## config.mk

```make
export PLATFORM = sky130hd
export DESIGN_NAME = rc4_stream_ctrl
export DESIGN_NICKNAME = d
export VERILOG_FILES = /design/src/rtl/rc4_pkg.sv /design/src/rtl/rc4_ks_fifo.sv /design/src/rtl/rc4_stream_ctrl.sv
export SDC_FILE = /design/constraint.sdc
export NUM_CORES = 1
export LEC_CHECK = 0
export ABC_AREA = 1
export BUFFER_PORTS_ARGS = -buffer_cell sky130_fd_sc_hd__buf_2
export CAP_MARGIN = 20
export CORE_UTILIZATION = 45
export DETAILED_ROUTE_END_ITERATION = 16
export PLACE_DENSITY = 0.58
export SYNTH_ARGS = -nofsm -noshare
export SYNTH_HDL_FRONTEND = slang
export SYNTH_SLANG_ARGS = --single-unit
```

## constraint.sdc

```tcl
create_clock -name clk -period 4.03 [get_ports clk]
set_clock_uncertainty 0.2 [all_clocks]
set_input_delay 0.806 -clock clk [delete_from_list [all_inputs] [get_ports clk]]
set_output_delay 0.806 -clock clk [all_outputs]
set_load 0.01 [all_outputs]
```

## src/rtl/rc4_pkg.sv

```systemverilog
// Shared RC4 definitions: default key size, controller state encoding and
// small helpers used by the stream controller and the RC4 core.
package rc4_pkg;

  localparam int RC4_KEY_SIZE  = 16;
  localparam int KS_FIFO_DEPTH = 8;
  localparam int KS_WIDTH      = 8;

  typedef enum logic [2:0] {
    ST_IDLE  = 3'd0,
    ST_RESET = 3'd1,
    ST_LOAD  = 3'd2,
    ST_WAIT  = 3'd3,
    ST_RUN   = 3'd4
  } rc4_ctrl_state_e;

  // True in the states where core output bytes are accepted into the buffer.
  function automatic logic is_streaming(rc4_ctrl_state_e s);
    return (s == ST_WAIT) || (s == ST_RUN);
  endfunction

  // True in the states where the RC4 core is held in reset.
  function automatic logic holds_core_reset(rc4_ctrl_state_e s);
    return (s == ST_IDLE) || (s == ST_RESET);
  endfunction

endpackage

```

## src/rtl/rc4_ks_fifo.sv

```systemverilog
// Keystream byte buffer. Head byte is presented combinationally, so a byte
// is visible the cycle after it is written. A push into a full buffer is
// accepted only if a pop frees a slot in the same cycle; otherwise the byte
// is dropped and reported on the dropped strobe.
module rc4_ks_fifo #(
  parameter int DEPTH = 8,
  parameter int WIDTH = 8
) (
  input  logic             clk,
  input  logic             rst,
  input  logic             flush,
  input  logic             push,
  input  logic [WIDTH-1:0] push_data,
  input  logic             pop,
  output logic [WIDTH-1:0] head,
  output logic             valid,
  output logic             dropped
);

  localparam int AW = $clog2(DEPTH);
  localparam logic [AW:0] FULL_FILL = (AW+1)'(DEPTH);

  logic [WIDTH-1:0] mem [DEPTH];
  logic [AW-1:0]    wr_ptr;
  logic [AW-1:0]    rd_ptr;
  logic [AW:0]      fill;
  logic             full;
  logic             do_pop;
  logic             do_push;

  assign valid   = (fill != '0);
  assign full    = (fill == FULL_FILL);
  assign do_pop  = pop && valid && !flush;
  assign do_push = push && !flush && (!full || do_pop);
  assign dropped = push && !flush && full && !do_pop;
  assign head    = valid ? mem[rd_ptr] : '0;

  // Pointers wrap naturally at DEPTH; fill tracks occupancy 0..DEPTH.
  always_ff @(posedge clk or posedge rst) begin
    if (rst) begin
      wr_ptr <= '0;
      rd_ptr <= '0;
      fill   <= '0;
    end else if (flush) begin
      wr_ptr <= '0;
      rd_ptr <= '0;
      fill   <= '0;
    end else begin
      if (do_push) wr_ptr <= wr_ptr + 1'b1;
      if (do_pop)  rd_ptr <= rd_ptr + 1'b1;
      case ({do_push, do_pop})
        2'b10:   fill <= fill + 1'b1;
        2'b01:   fill <= fill - 1'b1;
        default: fill <= fill;
      endcase
    end
  end

  // Storage carries no reset; occupancy alone decides what is visible.
  always_ff @(posedge clk) begin
    if (do_push) mem[wr_ptr] <= push_data;
  end

endmodule

```

## src/rtl/rc4_stream_ctrl.sv

```systemverilog
// RC4 stream controller: holds the host key, resets the external RC4 core,
// feeds it the key one byte per cycle, then buffers its keystream output.
//
//   state  | meaning
//   -------+-----------------------------------------------------------
//   IDLE   | core held in reset, host may write key bytes
//   RESET  | one-cycle core reset after an accepted start
//   LOAD   | core_key walks key_buf[0..KEY_SIZE-1], one byte per cycle
//   WAIT   | key loaded, waiting for the core's first valid byte
//   RUN    | every core_ready byte is pushed into the keystream buffer
module rc4_stream_ctrl
  import rc4_pkg::*;
#(
  parameter int KEY_SIZE   = RC4_KEY_SIZE,
  parameter int FIFO_DEPTH = KS_FIFO_DEPTH
) (
  input  logic                        clk,
  input  logic                        rst,
  input  logic                        key_we,
  input  logic [$clog2(KEY_SIZE)-1:0] key_addr,
  input  logic [7:0]                  key_wdata,
  input  logic                        start,
  input  logic                        stop,
  output logic [7:0]                  ks_data,
  output logic                        ks_valid,
  input  logic                        ks_ready,
  output logic                        busy,
  output logic                        overflow,
  output logic                        core_rst,
  output logic [7:0]                  core_key,
  input  logic                        core_ready,
  input  logic [7:0]                  core_k
);

  localparam int IW = $clog2(KEY_SIZE);
  localparam logic [IW-1:0] LOAD_LAST = IW'(KEY_SIZE - 1);

  rc4_ctrl_state_e state;
  rc4_ctrl_state_e state_nxt;
  logic [IW-1:0]   load_left;
  logic [IW-1:0]   load_left_nxt;
  logic [IW-1:0]   load_idx;
  logic [7:0]      key_buf [KEY_SIZE];

  logic start_ok;
  logic abort;
  logic push;
  logic pop;
  logic dropped;

  assign abort    = stop && (state != ST_IDLE);
  assign start_ok = (state == ST_IDLE) && start && !stop;
  assign load_idx = LOAD_LAST - load_left;
  assign push     = is_streaming(state) && core_ready && !stop;
  assign pop      = ks_valid && ks_ready;
  assign busy     = (state != ST_IDLE);

  // Host key buffer; writable only while idle so a running load is stable.
  always_ff @(posedge clk) begin
    if (key_we && (state == ST_IDLE)) key_buf[key_addr] <= key_wdata;
  end

  // State register and LOAD down-counter.
  always_ff @(posedge clk or posedge rst) begin
    if (rst) begin
      state     <= ST_IDLE;
      load_left <= '0;
    end else begin
      state     <= state_nxt;
      load_left <= load_left_nxt;
    end
  end

  // Next-state decode; stop overrides everything outside IDLE.
  always_comb begin
    state_nxt     = state;
    load_left_nxt = load_left;
    core_key      = 8'h00;
    case (state)
      ST_IDLE: begin
        if (start_ok) state_nxt = ST_RESET;
      end
      ST_RESET: begin
        state_nxt     = ST_LOAD;
        load_left_nxt = LOAD_LAST;
      end
      ST_LOAD: begin
        core_key = key_buf[load_idx];
        if (load_left == '0) state_nxt = ST_WAIT;
        else                 load_left_nxt = load_left - 1'b1;
      end
      ST_WAIT: begin
        if (core_ready) state_nxt = ST_RUN;
      end
      ST_RUN: begin
        state_nxt = ST_RUN;
      end
      default: begin
        state_nxt = ST_IDLE;
      end
    endcase
    if (abort) state_nxt = ST_IDLE;
  end

  // Core reset is registered from the next state so it lines up with it.
  always_ff @(posedge clk or posedge rst) begin
    if (rst) core_rst <= 1'b1;
    else     core_rst <= holds_core_reset(state_nxt);
  end

  // Sticky drop flag, cleared only by an accepted start or reset.
  always_ff @(posedge clk or posedge rst) begin
    if (rst)           overflow <= 1'b0;
    else if (start_ok) overflow <= 1'b0;
    else if (dropped)  overflow <= 1'b1;
  end

  rc4_ks_fifo #(
    .DEPTH (FIFO_DEPTH),
    .WIDTH (KS_WIDTH)
  ) u_ks_fifo (
    .clk       (clk),
    .rst       (rst),
    .flush     (abort),
    .push      (push),
    .push_data (core_k),
    .pop       (pop),
    .head      (ks_data),
    .valid     (ks_valid),
    .dropped   (dropped)
  );

endmodule

```

# Word-level counts from Yosys, hierarchy flattened
# Memory sizes are Yosys's and may differ from the RTL's.
# Cells that the tools add are included.
# Widths: inputs -> output; s select.
totals:
  n_memories: 2
  input_bits: 27
  regBits: 19
  mem_bits_rw: 192
classes:
  reduce_logical: 31
  mux: 21
  addsub: 6
  n_eq_ne: 9
mem_list:
  columns: ["memory", "words", "word_bits", "rd", "rd_ports_with_merged_regs", "wr", "line_no", "text"]
  rows:
  - ["key_buf", 16, 8, 1, 0, 1, "rc4_stream_ctrl.sv:43", "logic [7:0] key_buf [KEY_SIZE];"]
  - ["u_ks_fifo.mem", 8, 8, 1, 0, 1, "rc4_ks_fifo.sv:23", "logic [WIDTH-1:0] mem [DEPTH];"]
op_table:
  columns: ["cell", "count"]
  rows:
  - ["$mux 3", 8]
  - ["$mux 8", 2]
  - ["$pmux 4 s2", 2]
  - ["$pmux 3 s5", 1]
  - ["$logic_and 1x1->1", 13]
  - ["$mux 4", 2]
  - ["$reduce_bool 2->1", 4]
  - ["$sub 4x1->4 const B", 2]
  - ["$add 3x1->3 const B", 2]
  - ["$eq 3x1->1 const B", 2]
  - ["$eq 3x2->1 const B", 2]
  - ["$logic_not 3->1", 2]
  - ["$mux 1", 6]
  - ["$reduce_bool 3->1", 2]
  - ["$add 4x1->4 const B", 1]
  - ["$eq 4x4->1 const B", 1]
  - ["$logic_not 1->1", 4]
  - ["$logic_not 4->1", 1]
  - ["$reduce_bool 4->1", 1]
  - ["$sub 4x4->4 const A", 1]
  - ["$eq 3x3->1 const B", 1]
  - ["$logic_or 1x1->1", 3]
  - ["$eq 2x1->1 const B", 1]
  - ["$eq 2x2->1 const B", 1]
  - ["other kinds (2)", 2]

# Longest topological paths before layout
# Gate-level depths: netlist of the first run.
depth:
  depth_word: 9
  mapped_depth: 15

# Hierarchy
# A second synthesis of the first run with hierarchy kept.
hier_totals:
  hier_cells: 873
  hier_area_um2: 9173.8
by_module_without_submodules:
  columns: ["module", "area_each_um2", "instances", "cells_each"]
  rows:
  - ["rc4_stream_ctrl", 5995.8, 1, 592]
  - ["rc4_ks_fifo", 3178.0, 1, 281]

# Worst setup path after synthesis of the first run
# Ideal clock, no wire load.
synth_path:
  kind: "input port to flip-flop"
  from: "input port stop"
  to: "register u_ks_fifo.fill[3]"
  setup_slack_ps: 1705
  stages: 13
  setup_ps: 118
  path_buffers: 0
  required_ps: 3712
  arrival_ps: 2008
  path_cell_list: "inv_1 > nand2_1 > nor2_2 > nor2_1 > ha_1 > a21oi_1 > nand3_1 > nand2_1 > inv_1 > nand2_1 > nand2_1 > nand3_1 > nand2_1"
synth_between:
  elab_chain_len: 8
synth_rtl:
  columns: ["element", "line_no", "text"]
  rows:
  - ["start: declaration", "rc4_stream_ctrl.sv:23", "input logic stop,"]
  - ["$logic_and 1x1->1", "rc4_stream_ctrl.sv:51", "assign abort = stop && (state != ST_IDLE);"]
  - ["$logic_not 1->1", "rc4_ks_fifo.sv:33, rc4_ks_fifo.sv:34", null]
  - ["$logic_and 1x1->1", "rc4_ks_fifo.sv:33", "assign do_pop = pop && valid && !flush;"]
  - ["$logic_or 1x1->1", "rc4_ks_fifo.sv:34", "assign do_push = push && !flush && (!full || do_pop);"]
  - ["$logic_and 1x1->1", "rc4_ks_fifo.sv:34", null]
  - ["$eq 2x1->1 / $eq 2x2->1 (equally long branches)", "rc4_ks_fifo.sv:51", "case ({do_push, do_pop})"]
  - ["$pmux 4 s2", "rc4_ks_fifo.sv:51", null]
  - ["$mux 4", "rc4_ks_fifo.sv:44", "end else if (flush) begin"]
  - ["end signal: assignment", "rc4_ks_fifo.sv:52", "2'b10: fill <= fill + 1'b1;"]
  - ["end signal: assignment", "rc4_ks_fifo.sv:53", "2'b01: fill <= fill - 1'b1;"]
  - ["end signal: assignment", "rc4_ks_fifo.sv:54", "default: fill <= fill;"]
  - ["end: declaration", "rc4_ks_fifo.sv:26", "logic [AW:0] fill;"]
# Several ways; a longest one is shown, not always the timed one.
# A chain may end at the register's enable or synchronous reset.

# Final worst setup path of the first run
layout_path:
  from: "register load_left[0]"
  to: "output port core_key[2]"
layout_between:
  elab_chain_len: 3
layout_rtl:
  columns: ["element", "line_no", "text"]
  rows:
  - ["start: declaration", "rc4_stream_ctrl.sv:40", "logic [IW-1:0] load_left;"]
  - ["start signal: assignment", "rc4_stream_ctrl.sv:70", "load_left <= load_left_nxt;"]
  - ["$sub 4x4->4", "rc4_stream_ctrl.sv:53", "assign load_idx = LOAD_LAST - load_left;"]
  - ["$mem_v2 16x8", null, null]
  - ["$mux 8", "rc4_stream_ctrl.sv:79", "case (state)"]
  - ["end: declaration", "rc4_stream_ctrl.sv:30", "output logic [7:0] core_key,"]
# No other way between the ends.

==> results.cfg, run 1 <==
[cells_and_area]
final_common_cell = nor2_1
fillCellCount = 1679
diodes = 0
nets = 846
syn2layout_area_growth_pct = 13.0
drive_gt1_share_pct = 13.1
final_cell_mix = 205 x nor2_1, 192 x edfxtp_1, 60 x nand2_1
fin_area_sq_um = 10000

[yosys]
syn_avg_cell_area_sq_um = 11.5
synth.distinct_cells = 33
syn_area_sq_um = 8860
syn_nets = 803
ys_seq_area_share_pct = 70.5
synth_edf_count = 192
async_flop_share_pct = 9.00
ys_ff_latch = 211
ys.flop_type = edfxtp_1
synthCells = 770
ys_warn_count = 0

[clock_network]
h-tree-depth = 1
ctsResizeCount = 0
postCtsHoldBufs = 0
root_buffer = clkbuf_16
post_cts_buffers = 0
clkTransAtPathRegs_ns = 0.06
cts_buffer_depth = 3
insertion_delay_ns = 0.50
cts_tree = yes
cts_made_buffers = 23
cts.sinks = 211

[floorplan]
coreArea_sq_um = 19000
ios = 47
die_h_microns = 142
die_area_sq_um = 20300
die_w_microns = 142
rows = 50
start_util_pct = 46.6

[setup_path]
worstRegToRegCells = 9
cp-end-kind = primary output
arrival_ns = 2.44
cp_data_required_time_ns = 3.02
worst-path-max-fanout = 66
r2r_end = u_ks_fifo.mem[0][3]$_DFFE_PP_
critPathLaunchType = flop
r2r_slack_ns = 1.33
critPathKind = flop to primary output
worstReg2RegStart = state[1]$_DFF_PP0_

[sta]
setup_violations = 0
fin_setup_tns_ns = 0
maxSlewViolCount = 0
min_period_ns = 3.45
rsz0062_at_grt = false
maxSlewHeadroom_pct = 41.4
hold_violations = 0
holdWs_ns = 0.252
tightest_slew_ns = 0.876
max_freq_mhz = 290
finalCritPeriodShare_pct = 85.6

[placement]
port_buffers = 46
dpl.hpwl_microns = 12700
placed_cell_area_sq_um = 9270
routabilityCongestion = 0.799

[power]
power_density_nw_per_um2 = 612
clkPwrFrac_pct = 33.4
p_seq_share_pct = 41.7
switching_share_pct = 31.6
p_comb_share_pct = 24.9
p_leak_nw = 3.61
irDropWorstVdd_uv = 417
p_sw_mw = 1.93
internal_power_mw = 4.19

[hold_path]
hp-class = input pin to async pin

[routing]
drcViolationCount = 0
wl_per_cell_microns = 18.3
drtAntennaViolNets = 0
vias = 5840
routed_via_density = 5.36
dr.pass1.iters = 4
routed_wl_microns = 19900
drtIter0Drc = 510

[global_route]
overflow = 0
grt_max_degree = 67
antenna_found_initial = 0
grt_pass1_vias = 5624
grt_pass1_wl_microns = 30900
grt_use_total_pct = 20.1

[run_status]
status = complete, no violations

[flow_run]
cap_violations = 0
[cells in the mapped netlist (2+ instances only)]
library cell,n,area share [%]
nor2_1,205,8.7
buf_2,19,1.1
a21oi_1,12,0.68
inv_1,24,1.0
clkbuf_1,6,0.25
inv_2,8,0.34
o21a_1,2,0.17
xor2_1,2,0.20
o211ai_1,12,1.0
buf_1,4,0.17
edfxtp_1,192,65
nand2_2,3,0.21
nand2_1,60,2.5
dfrtp_1,18,5.1
o32ai_1,8,0.79
ha_1,5,0.71
nand3_1,56,3.2
nor2_2,5,0.35
o21ai_0,58,3.3
o21ai_1,50,2.8
buf_6,5,0.64
buf_4,5,0.42
[how the worst max path moves through the flow]
| stage | from | end | cells after the start |
|---|---|---|---|
| global route | load_left[0]$_DFFE_PP0P_ | core_key[1] | 6 |
| CTS | load_left[0]$_DFFE_PP0P_ | core_key[7] | 8 |
| detailed placement | stop | u_ks_fifo.mem[1][3]$_DFFE_PP_ | 8 |
| global placement | load_left[0]$_DFFE_PP0P_ | core_key[7] | 8 |
| finish | load_left[0]$_DFFE_PP0P_ | core_key[2] | 8 |
| floorplan | stop | u_ks_fifo.fill[3]$_DFFE_PP0P_ | 13 |
[sequential cells by signal, indices dropped and copies added (netlist names)]
register and count:
core_rst 1, key_buf 128, load_left 4, overflow 1
state 3, u_ks_fifo.fill 4, u_ks_fifo.mem 64, u_ks_fifo.rd_ptr 3
u_ks_fifo.wr_ptr 3
[through the flow]
stage	util [%]	instances	setup slack [ns]	power (mW)
3_5_place_dp	48.8	1048	1.11	4.12
6_report	52.6	1089	0.580	6.12
3_3_place_gp	48.8	1048	1.13	4.09
5_1_grt	52.6	1089	0.422	6.45
4_1_cts	52.6	1089	0.587	6.17
2_1_floorplan	-	770	1.70	3.72
[cell type report]
cell class	count	area, sq um	share of cell area (%)
clock buffer	26	587	5.86
clock inverter	15	148	1.48
inverter	32	120	1.20
multi-input combinational	488	2270	22.7
sequential	211	6240	62.4
tap	260	325	3.25
timing repair buffer	57	313	3.13
[cells by family (layout without fill, tap and decap cells)]
family	after synthesis	in the layout	share of synthesized area, %
AOI/OAI and AO/OA	144	144	8.93
xor gates and xnor gates	3	3	0.297
adders and majority gates	6	6	0.932
buffers and inverters	71	130	3.91
DFF	211	211	70.5
and+or+nand+nor	335	335	15.5
[layer usage]
layer	wire [microns]	global-route usage, %	vias up
li1	-	-	2792
met1	8810	27.4	2840
met2	9560	33.6	173
met3	1170	3.06	35
met4	359	5.15	0
met5	0	0	-
[worst max-delay path: stages (launching register included)]
cell,delay [ns]
dfrtp_2,0.36
buf_4,0.55
nor2_1,0.11
nor2_1,0.14
o21ai_1,0.09
nand3_1,0.11
nand3_1,0.14
a21oi_1,0.23
buf_2,0.18
[power groups by stage]
stage	clock, mW	combinational, mW	sequential (mW)
global placement	0	1.50	2.59
global route	2.17	1.72	2.56
finish	2.04	1.53	2.55
CTS	2.08	1.54	2.55
detailed placement	0	1.53	2.59
floorplan	0	1.17	2.55
No activity file was read; power rests on OpenSTA's default activity.
==> run 2: changes to the inputs <==
PLACE_DENSITY = unset   (was 0.58)
==> results.cfg, run 2 (synthesized netlist as in run 1, its figures left out) <==
[setup_path]
cp-end-kind = primary output
startpoint = load_left[0]$_DFFE_PP0P_
r2r_slack_ns = 1.18
worstRegToRegCells = 5
r2r_end = key_buf[4][5]$_DFFE_PP_
cp_data_required_time_ns = 3.02
critPathKind = flop to primary output
endpoint = core_key[4]
critPathLaunchType = flop
arrival_ns = 2.47
worst-path-max-fanout = 66
worstReg2RegStart = state[1]$_DFF_PP0_

[cells_and_area]
final_cell_mix = 205 x nor2_1, 192 x edfxtp_1, 60 x nand2_1
final-seq-area_sq_um = 6240
syn2layout_area_growth_pct = 13.1
diodes = 0
drive_gt1_share_pct = 13.8
top_regs = key_buf (128), u_ks_fifo.mem (64)
largest_reg_flops = 128
top_register = key_buf
multi_input_area_sq_um = 2270
fillCellCount = 1661
instances_no_fill = 1093
final_common_cell = nor2_1
nets = 854

[sta]
hold_violations = 0
tightest_slew_ns = 1.01
min_period_ns = 3.48
fin_setup_tns_ns = 0
max_freq_mhz = 287
maxSlewViolCount = 0
maxSlewHeadroom_pct = 32.3
rsz0062_at_grt = false
holdWs_ns = 0.242
finalCritPeriodShare_pct = 86.3
setup_violations = 0

[floorplan]
die_w_microns = 142
die_h_microns = 142
rows = 50
ios = 47
die_area_sq_um = 20300
coreArea_sq_um = 19000
start_util_pct = 46.6

[clock_network]
root_buffer = clkbuf_16
cts.sinks = 211
post_cts_buffers = 0
h-tree-depth = 1
clkTransAtPathRegs_ns = 0.06
postCtsHoldBufs = 0
insertion_delay_ns = 0.50
cts_tree = yes
ctsResizeCount = 0
cts_buffer_depth = 3
cts_made_buffers = 23

[routing]
routed_wl_microns = 20800
drcViolationCount = 0
wl_per_cell_microns = 19.1
drtAntennaViolNets = 0
routed_via_density = 5.38
drtIter0Drc = 472
vias = 5882
dr.pass1.iters = 5

[global_route]
overflow = 0
grt_pass1_vias = 5730
grt_max_degree = 67
antenna_found_initial = 0
grt_use_total_pct = 21.3
grt_pass1_wl_microns = 32400

[hold_path]
hp-class = input pin to async pin

[flow_run]
cap_violations = 0

[placement]
dpl.hpwl_microns = 12800
port_buffers = 46
placed_cells = 1056
routabilityCongestion = 0.827

[run_status]
status = complete, no violations

[power]
total_power_mw = 6.03
power_density_nw_per_um2 = 602
irDropWorstVdd_uv = 365
p_leak_nw = 3.63
[run 2: changes by cell type in the layout (fill, tap and decap cells not counted)]
cell | previous run | this run
bufinv_16 | 3 | 1
clkinv_1 | 6 | 1
clkinv_2 | 4 | 2
clkinvlp_4 | 2 | 1
buf_4 | 11 | 19
clkbuf_8 | 0 | 3
clkbuf_1 | 3 | 6
[run 2: worst min path at each step]
stage               cells past startpoint                              end                           from  slack, ns
finish                                  2  u_ks_fifo.rd_ptr[1]$_DFFE_PP0P_                            rst       0.24
global route                            2               state[0]$_DFF_PP0_                            rst       0.30
CTS                                     2               state[0]$_DFF_PP0_                            rst       0.25
detailed placement                      1             overflow$_DFFE_PP0P_           overflow$_DFFE_PP0P_       0.31
global placement                        1             overflow$_DFFE_PP0P_           overflow$_DFFE_PP0P_       0.30
floorplan                               2    u_ks_fifo.fill[3]$_DFFE_PP0P_  u_ks_fifo.fill[3]$_DFFE_PP0P_       0.31
[run 2: stage by stage]
stage	area, sq um	setup slack (ns)	utilization [%]
global placement	9330	1.05	49.1
floorplan	8860	1.70	-
detailed placement	9330	0.983	49.1
global route	10000	0.376	52.7
finish	10000	0.552	52.7
CTS	10000	0.522	52.7
[run 2: cell type report]
| class | count | share of cell area (%) |
|---|---|---|
| Clock buffer | 32 | 6.38 |
| Sequential cell | 211 | 62.3 |
| Multi-Input combinational cell | 488 | 22.7 |
| Inverter | 32 | 1.20 |
| Tap cell | 260 | 3.25 |
| Clock inverter | 5 | 0.512 |
| Timing Repair Buffer | 65 | 3.72 |
[run 2: worst max-delay path, stage by stage, from the launching register on]
cell and delay (ns):
dfrtp_2 0.36, buf_4 0.57, o21ai_0 0.21, o211ai_1 0.29, nand3_1 0.11, a21oi_1 0.22, buf_2 0.19
[run 2: power by group]
group          switching [mW]  internal [mW]
combinational            1.01          0.493
sequential              0.115           2.46
clock                   0.793           1.16
total                    1.92           4.11
[run 2: routing by layer]
metal	share of wire, %	global-route usage [%]
met5	0	0
met4	2.4	5.72
met3	6.1	3.73
met2	49	35.7
met1	43	28.6
